[src/rtl/prog_loader.sv]
// Program loader: receives a length/payload/checksum byte frame and writes the
// payload into instruction memory, holding the CPU in reset until a good load.
module prog_loader #(
    parameter int unsigned ADDR_W    = 8,
    parameter int unsigned DEPTH     = 256,
    parameter int unsigned BASE_ADDR = 0
) (
    input  logic              clk,
    input  logic              reset,
    input  logic              in_valid,
    input  logic [7:0]        in_data,
    output logic              in_ready,
    input  logic              start,
    output logic              im_wr_en,
    output logic [ADDR_W-1:0] im_wr_addr,
    output logic [7:0]        im_wr_data,
    output logic              cpu_hold,
    output logic              done,
    output logic              error
);

    localparam int unsigned       BYTE_W = 8;
    localparam logic [ADDR_W-1:0] BASE   = ADDR_W'(BASE_ADDR);

    typedef enum logic [2:0] {
        BOOT = 3'd0,
        LEN  = 3'd1,
        DATA = 3'd2,
        CSUM = 3'd3,
        DONE = 3'd4,
        ERR  = 3'd5
    } state_t;

    state_t              state;
    logic [BYTE_W-1:0]   count;
    logic [BYTE_W-1:0]   sum;
    logic [ADDR_W-1:0]   addr;
    logic                accept;
    logic                len_bad;

    // Ready is a pure decode of the registered state, so it never glitches on inputs.
    assign in_ready = (state == LEN) || (state == DATA) || (state == CSUM);
    assign accept   = in_valid && in_ready;
    assign len_bad  = (in_data == '0) || (32'(in_data) > DEPTH);

    always_ff @(posedge clk or posedge reset) begin
        if (reset) begin
            state      <= BOOT;
            count      <= '0;
            sum        <= '0;
            addr       <= BASE;
            im_wr_en   <= 1'b0;
            im_wr_addr <= BASE;
            im_wr_data <= '0;
            cpu_hold   <= 1'b1;
            done       <= 1'b0;
            error      <= 1'b0;
        end else begin
            im_wr_en <= 1'b0;
            case (state)
                BOOT: state <= LEN;
                LEN: begin
                    if (accept) begin
                        if (len_bad) begin
                            state <= ERR;
                            error <= 1'b1;
                        end else begin
                            count <= in_data;
                            sum   <= '0;
                            addr  <= BASE;
                            state <= DATA;
                        end
                    end
                end
                DATA: begin
                    // One write strobe per accepted payload byte, one cycle later.
                    if (accept) begin
                        im_wr_en   <= 1'b1;
                        im_wr_addr <= addr;
                        im_wr_data <= in_data;
                        sum        <= sum + in_data;
                        addr       <= addr + ADDR_W'(1);
                        count      <= count - BYTE_W'(1);
                        if (count == BYTE_W'(1)) begin
                            state <= CSUM;
                        end
                    end
                end
                CSUM: begin
                    if (accept) begin
                        if (in_data == sum) begin
                            state    <= DONE;
                            done     <= 1'b1;
                            cpu_hold <= 1'b0;
                        end else begin
                            state <= ERR;
                            error <= 1'b1;
                        end
                    end
                end
                DONE: begin
                    if (start) begin
                        state    <= LEN;
                        done     <= 1'b0;
                        cpu_hold <= 1'b1;
                    end
                end
                ERR: begin
                    if (start) begin
                        state <= LEN;
                        error <= 1'b0;
                    end
                end
                default: state <= BOOT;
            endcase
        end
    end

endmodule

[config.mk]
export PLATFORM = sky130hd
export DESIGN_NAME = prog_loader
export DESIGN_NICKNAME = d
export VERILOG_FILES = /design/src/rtl/prog_loader.sv
export SDC_FILE = /design/constraint.sdc
export NUM_CORES = 1
export LEC_CHECK = 0
export BUFFER_PORTS_ARGS = -buffer_cell sky130_fd_sc_hd__buf_2
export CAP_MARGIN = 5
export CORE_MARGIN = 4
export CORE_UTILIZATION = 55
export DETAILED_ROUTE_END_ITERATION = 10
export GPL_ROUTABILITY_DRIVEN = 0
export GPL_TIMING_DRIVEN = 1
export PLACE_DENSITY = 0.76
export REMOVE_ABC_BUFFERS = 1
export SLEW_MARGIN = 40
export SYNTH_ARGS = -nofsm -noshare
export SYNTH_HDL_FRONTEND = slang
export SYNTH_SLANG_ARGS = --single-unit
[constraint.sdc]
create_clock -name clk -period 5.55 [get_ports clk]
set_input_delay 0.8325 -clock clk [delete_from_list [all_inputs] [get_ports clk]]
set_output_delay 0.8325 -clock clk [all_outputs]
set_load 0.1 [all_outputs]
==> out/results.tsv <==
stage	metric	value	unit
run_status	outcome	finished clean	
hold_path	Worst Hold Depth	2	
sta	RSZ-0062 raised after global routing	no	
final_layout	design area	0.00279	mm2
critical_path	CP Launch Point	in_valid	
floorplanning	IO Count	33	
clocking	Clock Pin Slew Worst Setup and Hold Paths	0.09	ns
global_routing	vias in the first global route	1955	
pwr	sequential cell fraction of total power	33.7	%
synth	Netlist cell types	52	
drt	Vias/cell	5.68	
global_routing	Overflow after GRT	0	
synth	Syn. warnings	0	
clocking	Max Root-Sink Buffers	2	
drt	DR vias	2073	
synth	main combinational cell family by area after synthesis	simple AND/OR/NAND/NOR gates	
synth	mux contribution to synthesized area	0.394	%
pwr	NetSw	867	uW
floorplanning	die height	76.0	um
global_routing	largest net degree at the start of global routing	48	
drt	Wirelength per Cell	14.1	um
drt	drt initial violations	126	
clocking	setup bufs post-CTS	0	
critical_path	R2R Path Start	state[0]	
drt	1st-pass router iterations	4	
pwr	PD cells	584	mW/mm2
synth	Post-Synthesis Cells	285	
clocking	CTS tree	built	
hold_path	HP Class	reg2reg	
clocking	CTS sink count	47	
synth	top cell type's share of synthesized area	45.3	%
floorplanning	Die Width	76.0	um
sta	clk_skew	0.0103	ns
place	I/O Buffers	32	
pwr	share of total power in combinational logic	54.0	%
floorplanning	die footprint	0.00577	mm2
clocking	clock latency on the worst-skew pair	0.31	ns
final_layout	Net count, final	336	
synth	Most used DFF post-synth	dfrtp_1	
sta	Worst-Margin Slew	0.677	ns
sta	Slew Limit Headroom	54.6	%
global_routing	global-route wire length before repair	9.46	mm
clocking	cts repair resizes	0	
drt	DRC Markers	0	
pwr	clock power share	12.3	%
sta	Final Hold Viols	0	
critical_path	Critical Path Fanout Max	31	
run	max_cap viols	0	
sta	crit path time final	2.41	ns
sta	FMAX	415	MHz
sta	Final TNS setup	0	ns
synth	leading area contributor after synthesis	dfrtp_1	
synth	syn_area_per_cell	8.92	um2
critical_path	slowest CP cell	clkinv_1	
critical_path	crit path to	sum[7]	
global_routing	GRT Total Usage	19.7	%
place	placed cell areas	0.00271	mm2
critical_path	Critical Path, Cell by Cell	buf_2, nand2b_1, or2_1, buf_4, clkinv_1, o211ai_1, o311ai_2	
critical_path	maximum single-stage delay on the critical path	0.63	ns
synth	register bit total from synthesis	47	
synth	simple-gate area share of the yosys netlist	22.8	%
clocking	H-Tree Depth	2	
synth	synthesized area	0.00254	mm2
final_layout	Layout area overhead	9.90	%
final_layout	fill count	378	
floorplanning	initial core utilization	57.6	%
synth	xor/xnor share of the synthesized area	2.07	%
final_layout	diode count	0	
final_layout	ratio of cells with drive above 1 in the final layout	16.0	%
pwr	Leak	1.36	nW
critical_path	R2R Path End	sum[7]	
critical_path	crit path capture type	register	
synth	number of enable flip-flop cells after synthesis	0	
critical_path	crit path launch type	primary input	
floorplanning	core box area	0.00441	mm2
final_layout	area of the multi-input gates	0.00127	mm2
final_layout	fin util	63.3	%
place	Detailed Place HPWL	3.51	mm
synth	share of the synthesized area in compound gates (AO/OA/AOI/OAI)	19.2	%
clocking	Root Buffer	clkbuf_8	
critical_path	R2R depth	6	
clocking	CTS Buf Count	5	
synth	share of flip-flops with an asynchronous set or reset	100	%
sta	Slew Limit Fails	0	
critical_path	CP Data Arrival Time	2.59	ns
pwr	Net Sw Frac	53.2	%
final_layout	commonest non-fill, non-tap cell in the layout	nand2_1	
final_layout	register area	0.00118	mm2
critical_path	crit path kind	in2reg	
synth	sequential fraction of the synthesis area	46.3	%
final_layout	commonest non-fill, non-tap cells in the layout	nand2_1 (67), dfrtp_1 (46), buf_2 (32)	
pwr	Peak VDD IR	389	uV
critical_path	Req. time, crit path	5.73	ns
critical_path	R2R Setup Slk	3.15	ns
clocking	Post-CTS Hold Buffers	0	
floorplanning	row cnt	24	
pwr	Internal	763	uW
synth	Adder-Cell Fraction of Synth Area	5.71	%
drt	antenna viol nets, final	0	
global_routing	antenna violations before repair	0	
sta	crit share post-route	43.4	%
drt	Routed WL	5.13	mm
synth	ranking of synthesized cells by area	dfrtp_1 (45%), nand2_1 (9.9%), o21ai_0 (5.9%), ha_1 (4.9%), nor2_1 (3.5%)	
sta	Finish-stage setup viols	0	
## cell families (layout without fill, tap and decap cells)
logic type               Yosys count  in the layout
adder cells (fa/ha/maj)           11             11
flip-flops                        47             47
multiplexers                       1              1
AO/OA/AOI/OAI                     75             75
buffers and inverters             18             46
AND/OR/NAND/NOR                  127            127
XOR/XNOR                           6              6
## per-layer routing
layer	global-route usage [%]	part of all wire, %
met5	0	0
met4	6.41	1.5
met3	4.96	4.9
met2	28.8	42
met1	28.5	51
## sequential cells by signal, indices dropped and copies added, names as in the netlist, 3 cells and up
| register | count |
|---|---|
| sum | 8 |
| state | 3 |
| count | 8 |
| im_wr_data | 8 |
| addr | 8 |
| im_wr_addr | 8 |
## metrics by stage
stage | setup WS (ns) | hold WS, ns | power (mW) | instances
floorplan | 2.95 | 0.449 | 1.27 | 273
detailed placement | 2.81 | 0.457 | 1.43 | 358
global route | 2.95 | 0.508 | 1.76 | 365
global placement | 2.89 | 0.457 | 1.42 | 358
finish | 3.14 | 0.477 | 1.63 | 365
CTS | 3.15 | 0.480 | 1.64 | 365
## worst max-delay path: cells and delay by family
kind	cells	cell delay (ns)
AND/OR/NAND/NOR	2	0.21
AO/OA/AOI/OAI	2	0.47
buffers and inverters	3	1.07
## final cells by class
class,instances,area share (%)
Clock inverter,2,0.493
Tap cell,52,2.33
Timing Repair Buffer,33,6.00
Clock buffer,5,2.46
Multi-Input combinational cell,220,45.7
Sequential cell,47,42.2
Inverter,6,0.896
## worst min path at each step
stage                       start            end  slack (ns)
floorplan                 addr[7]  im_wr_addr[7]        0.45
global placement    im_wr_addr[4]  im_wr_addr[4]        0.46
detailed placement  im_wr_addr[1]  im_wr_addr[1]        0.46
CTS                 im_wr_addr[3]  im_wr_addr[3]        0.48
global route        im_wr_addr[6]  im_wr_addr[6]        0.51
finish              im_wr_addr[3]  im_wr_addr[3]        0.48
## power by group through the flow
stage | logic (mW) | clock network [mW] | registers (mW)
6_report | 0.880 | 0.201 | 0.549
5_1_grt | 0.963 | 0.226 | 0.568
4_1_cts | 0.882 | 0.205 | 0.548
3_5_place_dp | 0.880 | 0 | 0.554
3_3_place_gp | 0.870 | 0 | 0.553
2_1_floorplan | 0.413 | 0 | 0.858
## cells in the mapped netlist (4+ instances only)
cell / instances
ha_1: 10
buf_2: 5
clkbuf_1: 4
nor3b_1: 4
a31oi_1: 4
o21ai_0: 30
nand2b_1: 5
nor2_1: 24
a211oi_1: 4
dfrtp_1: 46
inv_1: 5
xor2_1: 4
a21oi_1: 12
nand2_1: 67
nor3_1: 4
nand3_1: 4
No activity file was read; power rests on OpenSTA's default activity.
